## src/rtl/common_types_pkg.sv

```systemverilog
// Shared bus-side types for the core's AHB-Lite master path.
package common_types_pkg;

    typedef logic [31:0] word_t;

    typedef enum logic [1:0] {
        HTRANS_IDLE   = 2'b00,
        HTRANS_BUSY   = 2'b01,
        HTRANS_NONSEQ = 2'b10,
        HTRANS_SEQ    = 2'b11
    } htrans_t;

    typedef enum logic [1:0] {
        ARB_IDLE,
        ARB_ADDR,
        ARB_DATA
    } arb_state_t;

    typedef enum logic {
        MASTER_I,
        MASTER_D
    } arb_master_t;

    typedef enum logic [2:0] {
        HSIZE_BYTE = 3'b000,
        HSIZE_HALF = 3'b001,
        HSIZE_WORD = 3'b010
    } hsize_t;

    // Requester size code 3 is illegal and degrades to a word access.
    function automatic hsize_t map_dsize(input logic [1:0] sz);
        hsize_t r;
        case (sz)
            2'b00:   r = HSIZE_BYTE;
            2'b01:   r = HSIZE_HALF;
            default: r = HSIZE_WORD;
        endcase
        return r;
    endfunction

endpackage

```

## src/rtl/ahb_arb_grant_select.sv

```systemverilog
// D-priority winner select with a streak counter that forces
// an I grant after MAX_D_STREAK back-to-back D wins.
module ahb_arb_grant_select #(
    parameter int unsigned MAX_D_STREAK = 4
) (
    input  logic clk,
    input  logic rst,
    input  logic arb_en,
    input  logic i_req,
    input  logic d_req,
    output logic win_d
);

    localparam logic [3:0] MAX_S = 4'(MAX_D_STREAK);

    logic [3:0] streak_q;
    logic [3:0] streak_d;
    logic       i_forced;

    always_comb begin
        i_forced = i_req && (streak_q >= MAX_S);
        win_d    = d_req && !i_forced;
        streak_d = streak_q;
        if (arb_en) begin
            if (win_d && i_req) begin
                streak_d = (streak_q >= MAX_S) ? MAX_S : streak_q + 4'd1;
            end else begin
                streak_d = '0;
            end
        end
    end

    always_ff @(posedge clk or posedge rst) begin
        if (rst) begin
            streak_q <= '0;
        end else begin
            streak_q <= streak_d;
        end
    end

endmodule

```

## src/rtl/ahb_master_arbiter.sv

```systemverilog
// Serialises I-fetch and D load/store requests onto one AHB-Lite
// master port, one NONSEQ transfer at a time.
module ahb_master_arbiter
    import common_types_pkg::*;
#(
    parameter int unsigned MAX_D_STREAK = 4
) (
    input  logic        clk,
    input  logic        rst,
    input  logic        i_req,
    input  logic [31:0] i_addr,
    output logic [31:0] i_rdata,
    output logic        i_ready,
    output logic        i_err,
    input  logic        d_req,
    input  logic        d_wen,
    input  logic [1:0]  d_size,
    input  logic [31:0] d_addr,
    input  logic [31:0] d_wdata,
    output logic [31:0] d_rdata,
    output logic        d_ready,
    output logic        d_err,
    output logic [31:0] haddr,
    output logic [1:0]  htrans,
    output logic        hwrite,
    output logic [2:0]  hsize,
    output logic [31:0] hwdata,
    input  logic [31:0] hrdata,
    input  logic        hready,
    input  logic        hresp
);

    arb_state_t  state_q,  state_d;
    arb_master_t grant_q,  grant_d;
    htrans_t     htrans_q, htrans_d;
    hsize_t      size_q,   size_d;
    word_t       addr_q,   addr_d;
    word_t       wdata_q,  wdata_d;
    logic        wen_q,    wen_d;

    logic any_req;
    logic arb_en;
    logic win_d;
    logic done;

    assign any_req = i_req | d_req;
    assign arb_en  = (state_q == ARB_IDLE) && any_req;

    ahb_arb_grant_select #(
        .MAX_D_STREAK(MAX_D_STREAK)
    ) u_sel (
        .clk   (clk),
        .rst   (rst),
        .arb_en(arb_en),
        .i_req (i_req),
        .d_req (d_req),
        .win_d (win_d)
    );

    always_comb begin
        state_d  = state_q;
        grant_d  = grant_q;
        htrans_d = htrans_q;
        size_d   = size_q;
        addr_d   = addr_q;
        wdata_d  = wdata_q;
        wen_d    = wen_q;
        case (state_q)
            ARB_IDLE: begin
                if (any_req) begin
                    state_d  = ARB_ADDR;
                    htrans_d = HTRANS_NONSEQ;
                    if (win_d) begin
                        grant_d = MASTER_D;
                        addr_d  = d_addr;
                        wen_d   = d_wen;
                        size_d  = map_dsize(d_size);
                        wdata_d = d_wdata;
                    end else begin
                        grant_d = MASTER_I;
                        addr_d  = i_addr;
                        wen_d   = 1'b0;
                        size_d  = HSIZE_WORD;
                        wdata_d = '0;
                    end
                end
            end
            ARB_ADDR: begin
                if (hready) begin
                    state_d  = ARB_DATA;
                    htrans_d = HTRANS_IDLE;
                end
            end
            ARB_DATA: begin
                if (hready) begin
                    state_d = ARB_IDLE;
                end
            end
            default: begin
                state_d  = ARB_IDLE;
                htrans_d = HTRANS_IDLE;
            end
        endcase
    end

    always_ff @(posedge clk or posedge rst) begin
        if (rst) begin
            state_q  <= ARB_IDLE;
            grant_q  <= MASTER_D;
            htrans_q <= HTRANS_IDLE;
            size_q   <= HSIZE_BYTE;
            addr_q   <= '0;
            wdata_q  <= '0;
            wen_q    <= 1'b0;
        end else begin
            state_q  <= state_d;
            grant_q  <= grant_d;
            htrans_q <= htrans_d;
            size_q   <= size_d;
            addr_q   <= addr_d;
            wdata_q  <= wdata_d;
            wen_q    <= wen_d;
        end
    end

    // Completion is the only combinational path: data-phase hready.
    assign done    = (state_q == ARB_DATA) && hready;
    assign i_ready = done && (grant_q == MASTER_I);
    assign d_ready = done && (grant_q == MASTER_D);
    assign i_err   = i_ready && hresp;
    assign d_err   = d_ready && hresp;
    assign i_rdata = hrdata;
    assign d_rdata = hrdata;

    assign haddr  = addr_q;
    assign htrans = htrans_q;
    assign hwrite = wen_q;
    assign hsize  = size_q;
    assign hwdata = wdata_q;

endmodule

```

## config.mk

```make
export PLATFORM = sky130hd
export DESIGN_NAME = ahb_master_arbiter
export DESIGN_NICKNAME = d
export VERILOG_FILES = /design/src/rtl/common_types_pkg.sv /design/src/rtl/ahb_arb_grant_select.sv /design/src/rtl/ahb_master_arbiter.sv
export SDC_FILE = /design/constraint.sdc
export NUM_CORES = 1
export LEC_CHECK = 0
export ABC_AREA = 1
export BUFFER_PORTS_ARGS = -buffer_cell sky130_fd_sc_hd__buf_4
export CORE_MARGIN = 3
export CORE_UTILIZATION = 30
export CTS_BUF_LIST = sky130_fd_sc_hd__clkbuf_4
export CTS_CLUSTER_SIZE = 10
export DETAILED_ROUTE_END_ITERATION = 8
export RECOVER_POWER = 100
export SLEW_MARGIN = 20
export SYNTH_ARGS = -nofsm -noshare
export SYNTH_HDL_FRONTEND = slang
export SYNTH_SLANG_ARGS = --single-unit
```

## constraint.sdc

```tcl
create_clock -name clk -period 5.4 [get_ports clk]
set_input_delay 0.81 -clock clk [delete_from_list [all_inputs] [get_ports clk]]
set_output_delay 0.81 -clock clk [all_outputs]
set_load 0.005 [all_outputs]
```

* Word-level counts from Yosys, hierarchy flattened
Index checks and enable logic that the tools add are counted.
Storage, ports and cells: register bits 77, input port bits 137, output and inout bits 138, logic and storage cells 48
Operators by class: add/sub/neg operators 1, $lt $le $gt $ge 1, eq/ne operators 6, mux-type cells 14, bitwise gates (word level) 3, reductions and logical operators 15
Operators with widths (number):
- two-way mux 32 bit | 2
- one-hot mux 2 bit (3 select lines) | 2
- logical AND 1 bit | 9
- two-way mux 2 bit | 4
- two-way mux 4 bit | 2
- inequality test 2 bit (second input constant) | 3
- AND reduction 3 bit | 2
- adder 4 x 1 -> 4 bit (second input constant) | 1
- equality test 2 x 1 -> 1 bit (second input constant) | 2
- greater-or-equal comparator 4 x 3 -> 1 bit (second input constant) | 1
- zero test 2 bit | 2
- one-hot mux 2 bit (2 select lines) | 1
- two-way mux 3 bit | 1
- equality test 2 bit (second input constant) | 1
- two-way mux 1 bit | 2
- inverter 1 bit | 2
- AND reduction 2 bit | 1
- zero test 1 bit | 1
- OR 1 bit | 1

* Depth between registers and ports, before layout
word-level depth 6, depth in mapped cells 6, gate-level depth less buffers 5

* Modules after synthesis
Synthesis repeated with hierarchy kept, for this count alone.
Unflattened totals: cell total of the unflattened synthesis 587, area, all modules 4215.3 um^2
By module, submodules not included:
- ahb_master_arbiter | instances 1, cells an instance 561, area each 3981.3 um^2, sequential area each 1778.0 um^2
- ahb_arb_grant_select | instances 1, cells an instance 26, area each 234.0 um^2, sequential area each 100.1 um^2

* Worst setup path after synthesis
Ideal clock, no wire load.
path type input to output, start point input hready, end point output d_err, arrival time 1.101 ns, required time 4.590 ns, slack 3.489 ns, cell stages on the path 2, buffers on the path 0, path through nand3_1 -> nor3_1
On the way: cells in the longest elaborated chain, start to end 3
RTL lines:
- start: declaration | line ahb_master_arbiter.sv:29 | input logic hready,
- logical AND 1 bit | line ahb_master_arbiter.sv:127 | assign done = (state_q == ARB_DATA) && hready;
- logical AND 1 bit | line ahb_master_arbiter.sv:129 | assign d_ready = done && (grant_q == MASTER_D);
- logical AND 1 bit | line ahb_master_arbiter.sv:131 | assign d_err = d_ready && hresp;
- end: declaration | line ahb_master_arbiter.sv:22 | output logic d_err,
Every way passes these cells.

* Worst setup path after layout
start point input d_req, end point register size_q[1] (netlist: hsize[1])
On the way: cells in the longest elaborated chain, start to end 2, elaborated cells between the ends (all ways) 4, classes of those cells 1 x mux; 1 x bitwise; 2 x reduce/logical
RTL lines:
- start: declaration | line ahb_master_arbiter.sv:15 | input logic d_req,
- OR 1 bit or logical AND 1 bit (tied branches) | line ahb_master_arbiter.sv:46, ahb_arb_grant_select.sv:22
- AND reduction 2 bit (no source line) or two-way mux 3 bit (tied branches)
- end signal: assignment | line ahb_master_arbiter.sv:119 | size_q <= size_d;
- end: declaration | line ahb_master_arbiter.sv:36 | hsize_t size_q, size_d;
Parallel ways exist; a longest one is shown, timed or not. A chain may end at the register's enable or synchronous reset.

==> impl_metrics.tcl <==
set metrics [dict create \
    insertion_delay_ns 0.40 \
    failed_checks "max-capacitance violations, max-slew violations" \
    holdWs_ns 0.488 \
    grt_pass1_vias 3457 \
    synth-compound-area-share_pct 1.73 \
    synth.distinct_cells 20 \
    cts.sinks 75 \
    path_clk_slew_ns 0.13 \
    muxShareOfSynthArea_pct 0 \
    maxCapViolCount 1 \
    gr-usage-all-layers_pct 13.4 \
    numPortBuffers 176 \
    synth_top_family_by_area "simple AND/OR/NAND/NOR gates" \
    synth-xor-area-share_pct 0 \
    finalClockSkew_ns 0.0174 \
    start_util_pct 31.3 \
    end_kind "flip-flop" \
    setup_viol 0 \
    critPathKind "primary input to flip-flop" \
    layout_common_cells "nand2_1, buf_4, dfrtp_1, inv_1, clkbuf_4" \
    drive_gt1_share_pct 29.0 \
    num_io_pins 275 \
    cts.htree.levels 3 \
    cts_tree "yes" \
    cp_data_arrival_time_ns 3.89 \
    grt_first_pass_wirelength_mm 16.1 \
    gp_congestion 0.862 \
    synth_area_leaders "dfrtp_1, nand2_1, buf_4" \
    min_period_ns 3.54 \
    vias_per_cell 4.30 \
    vias 3504 \
    die_h_um 122 \
    grtUsageMet1_pct 16.2 \
    clockRootBuffer "clkbuf_4" \
    grt_max_degree 76 \
    yosys.area_share.simple_pct 29.3 \
    grt-ovfl-total 0 \
    drv_slew 39 \
    power_leakage_uw 0.00298 \
    cts_resized 0 \
    dp.final_hpwl_mm 7.57 \
    fin_crit_sh_pct 65.6 \
    cp_num_buf_inv 2 \
    die_w_um 122 \
    syn_area_per_cell_um2 7.54 \
    final_antenna_net_count 0 \
    rows 41 \
    status "finished with violations" \
    met2_usage_pct 22.8 \
    met3_usage_pct 3.02 \
    synth_area_um2 4050 \
    die_area_um2 14900 \
    synth_top_area_share_pct 45.7 \
    synth_top_area_cell "dfrtp_1" \
    drt-initial-drc-count 183 \
    ys_ff_latch 75 \
    cp_top_family "buffers and inverters" \
    tns_ns 0 \
    path_max_fanout 38 \
    core_um2 12900 \
    reg2reg_from "u_sel.streak_q[2]$_DFFE_PP0P_" \
    crit_path_cell_trace "clkbuf_1, o21ai_4, inv_1, o21ai_0, nand2_1" \
    finalHoldViolCount 0 \
    synth_fa_ha_area_share_pct 0.309 \
    area_growth_pct 25.9 \
    powerDensity_nw_per_um2 438 \
    n_antenna_cell 0 \
    cts_hold_buffers 0 \
    min_from "htrans[1]$_DFFE_PP0P_" \
    first_pass_iters 4 \
    worst_slew_pin_slew_ns 1.80 \
    filler_cell_count 1404 \
    hold_class "flip-flop to flip-flop" \
    syn-instance-count 537 \
    cts_buffer_depth 2 \
    wl_per_cell_um 12.7 \
    start_kind "primary input" \
    slew_headroom_pct -19.7 \
    cp.required_ns 5.75 \
    slowest_stage "clkbuf_1" \
    ir_drop_mv 0.121 \
    grt_most_used_layer "met2" \
    cts_setup_buffers 0 \
    final_common_cell "nand2_1" \
    rsz0062_at_grt "false" \
    drt-total-wl_mm 10.3 \
    cp_slowest_stage_delay_ns 1.26 \
    numCtsBuffers 9 \
    yosys_warnings 0 \
    antenna_found_initial 0 \
    crit_start "d_req" \
    final_nets 775 \
    drc_errors 0 \
    yosysSeqAreaShare_pct 46.4 \
    reg2reg_slack_ns 2.83 \
    max_freq_mhz 282 \
]
tightest hold or removal path, delay by kind of cell (launching register included):
family,cells,cell delay [ns]
and+or+nand+nor,2,0.09
DFF,1,0.37
flip-flops by register name, indices dropped and copies added, names as in the netlist:
register        cells
hwdata             32
state_q             2
haddr              32
htrans              1
grant_q             1
hsize               2
hwrite              1
u_sel.streak_q      4
report_power, final:
group          leakage, uW  switching, uW  internal, uW  total [uW]
combinational      0.00195            478           416         894
clock            0.0000866            201           194         395
sequential        0.000946            145           799         943
total              0.00298            823          1410        2230
metrics by stage:
| step | power (uW) | util [%] | setup WS (ns) | area (um2) | instances |
|---|---|---|---|---|---|
| floorplan | 1440 | - | 2.68 | 4050 | 538 |
| global placement | 1900 | 38.6 | 2.68 | 4990 | 798 |
| detailed placement | 1930 | 38.6 | 2.63 | 4990 | 798 |
| CTS | 2340 | 39.9 | 2.78 | 5150 | 814 |
| global route | 2430 | 39.5 | 1.56 | 5100 | 814 |
| finish | 2230 | 39.5 | 1.86 | 5100 | 814 |
synthesized netlist by cell type:
cell,count
o21ai_0,6
dfrtp_1,74
conb_1,1
clkbuf_1,3
nand2_4,1
buf_4,70
dfstp_2,1
nor2_1,6
buf_1,2
o21ai_4,2
nand3_1,67
nand4_1,4
nor3_1,2
inv_1,73
ha_1,1
nor2_4,1
buf_2,15
nand2_1,206
inv_2,1
o31ai_1,1
cell type report:
| class | instances | area [um2] | share of cell area, % |
|---|---|---|---|
| sequential | 75 | 1880 | 36.8 |
| tap | 172 | 215 | 4.22 |
| inverter | 74 | 279 | 5.47 |
| multi-input combinational | 299 | 1280 | 25.1 |
| clock buffer | 10 | 75.1 | 1.47 |
| clock inverter | 6 | 90.1 | 1.77 |
| timing repair buffer | 178 | 1280 | 25.2 |
layer usage:
layer | vias up | wire (um)
li1 | 1741 | -
met4 | 0 | 209
met1 | 1620 | 4360
met5 | - | 0
met2 | 110 | 5160
met3 | 33 | 605
logic make-up after synthesis:
kind of cell,after synthesis
and+or+nand+nor,287
buffers and inverters,164
DFF,75
AOI/OAI and AO/OA,9
adders and majority gates,1
other,1
worst paths after layout:
path / cells past startpoint / end
worst min register to register: 2 / htrans[1]$_DFFE_PP0P_
max in group asynchronous: 3 / u_sel.streak_q[3]$_DFFE_PP0P_
min in group asynchronous: 3 / hwrite$_DFFE_PP0P_
worst min-delay path: 2 / htrans[1]$_DFFE_PP0P_
worst max register to register: 5 / hwdata[7]$_DFFE_PP0P_
worst max-delay path: 5 / hsize[1]$_DFFE_PP0P_
No activity file was read; power rests on OpenSTA's default activity.
